File: src/rtl/fetch_ctrl.sv
// Fetch controller: PC register, imem req/ack sequencing, decode valid/ready handoff, redirects.
// Optional feature macro: FETCH_MISALIGN_TRAP_EN (trap misaligned redirect targets).
module fetch_ctrl #(
  parameter logic [31:0] RESET_VEC = 32'h0000_0000,
  parameter int unsigned MAX_WAIT  = 16
) (
  input  logic        clk,
  input  logic        rst,
  input  logic        redirect_valid,
  input  logic [31:0] redirect_target,
  output logic        imem_req,
  output logic [31:0] imem_addr,
  input  logic        imem_ack,
  input  logic [31:0] imem_rdata,
  output logic        inst_valid,
  input  logic        inst_ready,
  output logic [31:0] inst,
  output logic [31:0] inst_pc,
  output logic [31:0] pc,
  output logic        fetch_err,
  output logic        misalign_err
);

`ifdef FETCH_MISALIGN_TRAP_EN
  localparam logic TRAP_EN = 1'b1;
`else
  localparam logic TRAP_EN = 1'b0;
`endif

  localparam logic [7:0] WAIT_LAST = 8'(MAX_WAIT - 1);

  typedef enum logic [1:0] {
    IDLE  = 2'd0,
    WAIT  = 2'd1,
    VALID = 2'd2,
    ERR   = 2'd3
  } state_e;

  state_e      state_q;
  logic [31:0] pc_q;
  logic [31:0] inst_q;
  logic [31:0] inst_pc_q;
  logic [7:0]  wait_cnt_q;
  logic        imem_req_q;
  logic        inst_valid_q;
  logic        fetch_err_q;
  logic        misalign_err_q;

  logic [31:0] redir_pc;
  logic        redir_trap;

  // Without the trap, misaligned targets are silently rounded down to a word boundary.
  always_comb begin
    redir_trap = TRAP_EN & (redirect_target[1:0] != 2'b00);
    if (TRAP_EN) begin
      redir_pc = redirect_target;
    end else begin
      redir_pc = {redirect_target[31:2], 2'b00};
    end
  end

  always_ff @(posedge clk or posedge rst) begin
    if (rst) begin
      state_q        <= IDLE;
      pc_q           <= RESET_VEC;
      inst_q         <= 32'h0000_0000;
      inst_pc_q      <= 32'h0000_0000;
      wait_cnt_q     <= 8'd0;
      imem_req_q     <= 1'b0;
      inst_valid_q   <= 1'b0;
      fetch_err_q    <= 1'b0;
      misalign_err_q <= 1'b0;
    end else if (redirect_valid) begin
      // Redirect wins over ack and timeout; any held or arriving instruction is dropped.
      pc_q         <= redir_pc;
      wait_cnt_q   <= 8'd0;
      fetch_err_q  <= 1'b0;
      inst_valid_q <= 1'b0;
      if (redir_trap) begin
        state_q        <= ERR;
        imem_req_q     <= 1'b0;
        misalign_err_q <= 1'b1;
      end else begin
        state_q        <= WAIT;
        imem_req_q     <= 1'b1;
        misalign_err_q <= 1'b0;
      end
    end else begin
      case (state_q)
        IDLE: begin
          state_q    <= WAIT;
          imem_req_q <= 1'b1;
          wait_cnt_q <= 8'd0;
        end
        WAIT: begin
          if (imem_ack) begin
            inst_q       <= imem_rdata;
            inst_pc_q    <= pc_q;
            pc_q         <= pc_q + 32'd4;
            wait_cnt_q   <= 8'd0;
            imem_req_q   <= 1'b0;
            inst_valid_q <= 1'b1;
            state_q      <= VALID;
          end else if (wait_cnt_q == WAIT_LAST) begin
            wait_cnt_q  <= 8'd0;
            imem_req_q  <= 1'b0;
            fetch_err_q <= 1'b1;
            state_q     <= ERR;
          end else begin
            wait_cnt_q <= wait_cnt_q + 8'd1;
          end
        end
        VALID: begin
          if (inst_ready) begin
            inst_valid_q <= 1'b0;
            imem_req_q   <= 1'b1;
            state_q      <= WAIT;
          end else begin
            inst_valid_q <= 1'b1;
          end
        end
        ERR: begin
          imem_req_q   <= 1'b0;
          inst_valid_q <= 1'b0;
        end
        default: begin
          state_q      <= IDLE;
          imem_req_q   <= 1'b0;
          inst_valid_q <= 1'b0;
        end
      endcase
    end
  end

  assign imem_req     = imem_req_q;
  assign imem_addr    = pc_q;
  assign pc           = pc_q;
  assign inst_valid   = inst_valid_q;
  assign inst         = inst_q;
  assign inst_pc      = inst_pc_q;
  assign fetch_err    = fetch_err_q;
  assign misalign_err = misalign_err_q;

endmodule
File: config.mk
export PLATFORM = sky130hd
export DESIGN_NAME = fetch_ctrl
export DESIGN_NICKNAME = d
export VERILOG_FILES = /design/src/rtl/fetch_ctrl.sv
export SDC_FILE = /design/constraint.sdc
export NUM_CORES = 1
export LEC_CHECK = 0
export ABC_AREA = 1
export CORE_MARGIN = 2
export CORE_UTILIZATION = 50
export CTS_BUF_LIST = sky130_fd_sc_hd__clkbuf_8
export DETAILED_ROUTE_END_ITERATION = 16
export GPL_ROUTABILITY_DRIVEN = 1
export PLACE_DENSITY = 0.85
export SLEW_MARGIN = 30
export SYNTH_ARGS = -nofsm -noshare
export SYNTH_HDL_FRONTEND = slang
export SYNTH_SLANG_ARGS = --single-unit
File: constraint.sdc
create_clock -name clk -period 6 [get_ports clk]
set_clock_uncertainty 0.15 [all_clocks]
set_input_delay 1.2 -clock clk [delete_from_list [all_inputs] [get_ports clk]]
set_output_delay 1.2 -clock clk [all_outputs]
set_load 0.02 [all_outputs]
# ---- Yosys cells after proc, flatten, opt, wreduce, memory -nomap -nowiden
# Cells that the tools add are included.
dict set report op_classes {
  magnitude_cmp 0
  n_mul 0
  n_shift 0
  addsub 2
  bitwise_logic 1
  muxes 25
  n_eq_ne 8
  n_reduce_logical 13
  div 0
}
# operator count
set ops {}
lappend ops {{$mux W32} 3}
lappend ops {{$add A32 B3 Y32 const B} 1}
lappend ops {{$mux W8} 3}
lappend ops {{$pmux W8 S2} 1}
lappend ops {{$mux W1} 11}
lappend ops {{$reduce_and A3 Y1} 3}
lappend ops {{$add A8 B1 Y8 const B} 1}
lappend ops {{$eq A8 B4 Y1 const B} 1}
lappend ops {{$mux W2} 4}
lappend ops {{$reduce_bool A4 Y1} 2}
lappend ops {{$ne A3 B3 Y1 const B} 2}
lappend ops {{$pmux W2 S3} 1}
lappend ops {{$reduce_and A2 Y1} 3}
lappend ops {{$reduce_bool A2 Y1} 3}
lappend ops {{$eq A2 B2 Y1 const B} 2}
lappend ops {{$ne A4 B4 Y1 const B} 1}
lappend ops {{$pmux W1 S4} 1}
lappend ops {{$pmux W1 S3} 1}
lappend ops {{$reduce_bool A3 Y1} 1}
lappend ops {{$eq A2 B1 Y1 const B} 1}
lappend ops {{$logic_not A2 Y1} 1}
lappend ops {{$ne A2 B2 Y1 const B} 1}
lappend ops {{$not A1 Y1} 1}
dict set report word_totals {
  regBits 109
  rom_bits 0
  in_bits 69
  ram_bits 0
  latch_bits 0
  mem_count 0
  output_inout_bits 132
  wordCells 57
}

# ---- Depth between registers and ports, before layout
dict set report depth {
  word_depth 5
  depth_mapped 10
  mapped_depth_nobuf 10
}

# ---- Worst setup path after synthesis
# OpenSTA, ideal clock, no wires.
dict set report synth_path {
  kind {in2reg}
  start {input redirect_valid}
  end {register imem_req_q, in the netlist imem_req}
  arrival_ns 1.945
  path_buffers 1
  cell_stages 7
  slack_ns 3.782
  t_required_ns 5.727
  setup_time_ns 0.123
  path_cell_list {buf_6 > nor2_1 > nand2_1 > nor2_1 > nor2_1 > o21ai_0 > nand2_1}
}
dict set report synth_via {
  elab_chain_cells 2
  elab_cells_between_ends 4
  cone_classes {eq/ne: 2; mux: 1; reduce/logical: 1}
}
# item line_no
set synth_lines {}
lappend synth_lines {{start: declaration} 9} ;# input logic redirect_valid,
lappend synth_lines {{$ne A4 B4 Y1 (no source line) or $ne A3 B3 Y1 (tied branches)} n/a}
lappend synth_lines {{$reduce_and A2 Y1 (no source line)} n/a}
lappend synth_lines {{end signal: assignment} 69} ;# imem_req_q <= 1'b0;
lappend synth_lines {{end signal: assignment} 81} ;# imem_req_q <= 1'b0;
lappend synth_lines {{end signal: assignment} 85} ;# imem_req_q <= 1'b1;
lappend synth_lines {{end: declaration} 44} ;# logic imem_req_q;
# Parallel ways exist; a longest one is shown, timed or not.
# A chain may end at the register's enable or synchronous reset.

# ---- Worst setup path after layout
dict set report layout_path {
  start {input redirect_valid}
  end {register pc_q[24], in the netlist imem_addr[24]}
}
dict set report layout_via {
  elab_chain_cells 2
  elab_cells_between_ends 4
  cone_classes {mux: 1; reduce/logical: 3}
}
# item line_no
set layout_lines {}
lappend layout_lines {{$reduce_bool A2 Y1 (no source line)} n/a}
lappend layout_lines {{$reduce_and A2 Y1 (no source line)} n/a}
lappend layout_lines {{end signal: assignment} 75} ;# pc_q <= redir_pc;
lappend layout_lines {{end signal: assignment} 99} ;# pc_q <= pc_q + 32'd4;
lappend layout_lines {{end: declaration} 40} ;# logic [31:0] pc_q;
# Parallel ways exist; a longest one is shown, timed or not.

==> results.cfg <==
[run_status]
outcome = completed

[timing]
worst_slack_ns = 2.42
setup_tns_ns = 0
rsz0062_at_grt = no
finalSetupViolCount = 0
fmax_mhz = 279
min_period_ns = 3.58
timing.hold.ws_ns = 0.330
finalHoldViolCount = 0
slew_viol_final = 0
finalCritPeriodShare = 0.597
worst_pin_slew_ns = 0.872
timing.slew.headroom = 0.418

[routing]
first_pass_iters = 5
wl_per_cell_um = 15.3
totalWireLength_um = 15400
drt-initial-drc-count = 434
avgViaCountPerCell = 5.21
ant_nets = 0
drc = 0
route.vias.total = 5277

[clock_network]
clk_path_buf_depth = 2
cts_hold_buf = 0
cts_root_buf = clkbuf_8
clock-sinks = 105
insertion_delay_ns = 0.37
cts_tree = built
path_clk_slew_ns = 0.10
cts_buffers = 9
cts_resized = 0
cts_max_level = 3
postCtsSetupRepairBufs = 0

[power_and_ir_drop]
combPwrFrac = 0.493
intPower_mw = 1.87
seq_power_share = 0.366
vdd_drop_max_mv = 0.234
netSwitchingPower_mw = 1.34
power_density_nw_per_um2 = 433
power_mw = 3.21
p_clk_frac = 0.140
p_sw_frac = 0.417
power.leakage_nw = 3.47

[setup_path]
max_stage_delay_ns = 0.59
endpoint = imem_addr[24]
worst_path_most_repeated_cell = nand2_1
r2r_start = state_q[1]
worstSetupStartpoint = redirect_valid
start_kind = input port
worstPathArrival_ns = 3.74
reg2reg_to = inst[13]
rr_worst_depth = 8
path_max_fanout = 43
rrSetupSlack_ns = 3.55
crit_required_ns = 6.15
cp_cell_sequence = clkdlybuf4s50_1 > buf_4 > inv_2 > nand2_1 > inv_1 > nand2_1 > nand2_1
critPathSlowestCell = nand2_1
critPathCaptureType = flop
crit_type = in2reg

[global_routing]
grt_pass1_vias = 5117
grt_pass1_wl_um = 24700
grt_usage = 0.266
grt_max_degree = 74
grt-ovfl-total = 0
antenna_found_initial = 0

[logic_synthesis]
syn_area_um2 = 5460
synth_edf_count = 0
synth_top_flop_cell = dfrtp_1
ys_ff_latch = 105
yosys.cell_types.count = 36
ys_top_cells_by_area = dfrtp_1, nand2_1, buf_4, nor2_1, nand3_1
yosysTopAreaCellShare = 0.481
synth_commonest_cells = nand2_1, dfrtp_1, nor2_1
syn_area_per_cell_um2 = 7.62
synth_cells = 716
yosysTopAreaCell = dfrtp_1
yosys_warnings = 0
synth.most_common_cell = nand2_1
synth-async-reset-ratio = 1.00
seq_area_frac_synth = 0.481

[floorplanning]
die-height_um = 108
io_pins = 201
row_count = 38
core_um2 = 10700
dieArea_um2 = 11800
die_width_um = 108
initial_core_util = 0.508

[hold_path]
hp-class = reg2reg

[placed_design]
pre_cts_slack_ns = 2.08
dp_hpwl_um = 11300
placedCellCount = 997
place_area_um2 = 7210
portBuffers = 191
gp_congestion = 0.889

[finish]
diodes = 0
drive_gt1_frac = 0.0482
multi_input_area_um2 = 2260
final_util = 0.690
area_growth_pct = 35.8
final_nets = 943
fillers = 930
stdcell_area_um2 = 7420
final-instance-count-excl-fill = 1012
regArea_um2 = 2630

[run]
drv_cap = 0
## kinds of logic (layout without fill, tap and decap cells)
family	Yosys count	count (layout)	share of synthesized area
compound gates	62	62	0.0681
flops	105	105	0.481
simple gates	423	423	0.322
fa+ha+maj	6	6	0.0138
other cells	1	7	0.000687
xor+xnor	3	3	0.00481
buf+inv	116	266	0.110
## per-layer routing
| layer | up-vias | routed length [µm] | global-route usage |
|---|---|---|---|
| met1 | 2522 | 6300 | 0.339 |
| met3 | 21 | 1130 | 0.0500 |
| li1 | 2502 | - | - |
| met4 | 0 | 229 | 0.0742 |
| met5 | - | 0 | 0 |
| met2 | 232 | 7780 | 0.462 |
## critical path: cells and delay by family
kind | cells | cell delay (ns)
buf+inv | 4 | 1.72
simple gates | 3 | 0.78
## cells in the final DEF (no fill, tap or decap), types with 7 or more instances in the layout
master,count
clkbuf_8,9
nor2_1,70
nor2_2,7
nand3_1,42
inv_1,53
conb_1,7
nand2_1,278
o21ai_0,37
dfrtp_1,105
clkdlybuf4s50_1,191
## sequential cells by signal (all words and copies together) (netlist names)
signal	count
imem_req	1
inst	32
imem_addr	30
inst_pc	30
state_q	2
inst_valid	1
wait_cnt_q	8
fetch_err	1
## final cells by class
class,count,area share
timing repair buffer,195,0.262
sequential,105,0.354
tap,140,0.0236
clock buffer,9,0.0167
clock inverter,6,0.0103
inverter,56,0.0290
multi-input combinational,501,0.304
## power groups by stage
stage | combinational [mW] | clock, mW | sequential [mW]
floorplan | 0.560 | 0 | 1.47
global placement | 1.55 | 0 | 1.17
detailed placement | 1.59 | 0 | 1.19
CTS | 1.59 | 0.457 | 1.17
global route | 1.71 | 0.486 | 1.21
finish | 1.58 | 0.450 | 1.18
## worst min path at each step
stage                  startpoint             to  slack [ns]  depth (start not counted)
global route              inst[8]        inst[8]        0.35                          2
global placement      inst_pc[10]    inst_pc[10]        0.30                          2
floorplan           wait_cnt_q[7]  wait_cnt_q[7]        0.33                          2
CTS                       inst[8]        inst[8]        0.33                          2
finish                    inst[8]        inst[8]        0.33                          2
detailed placement        inst[8]        inst[8]        0.31                          2
No activity file was read; power rests on OpenSTA's default activity.
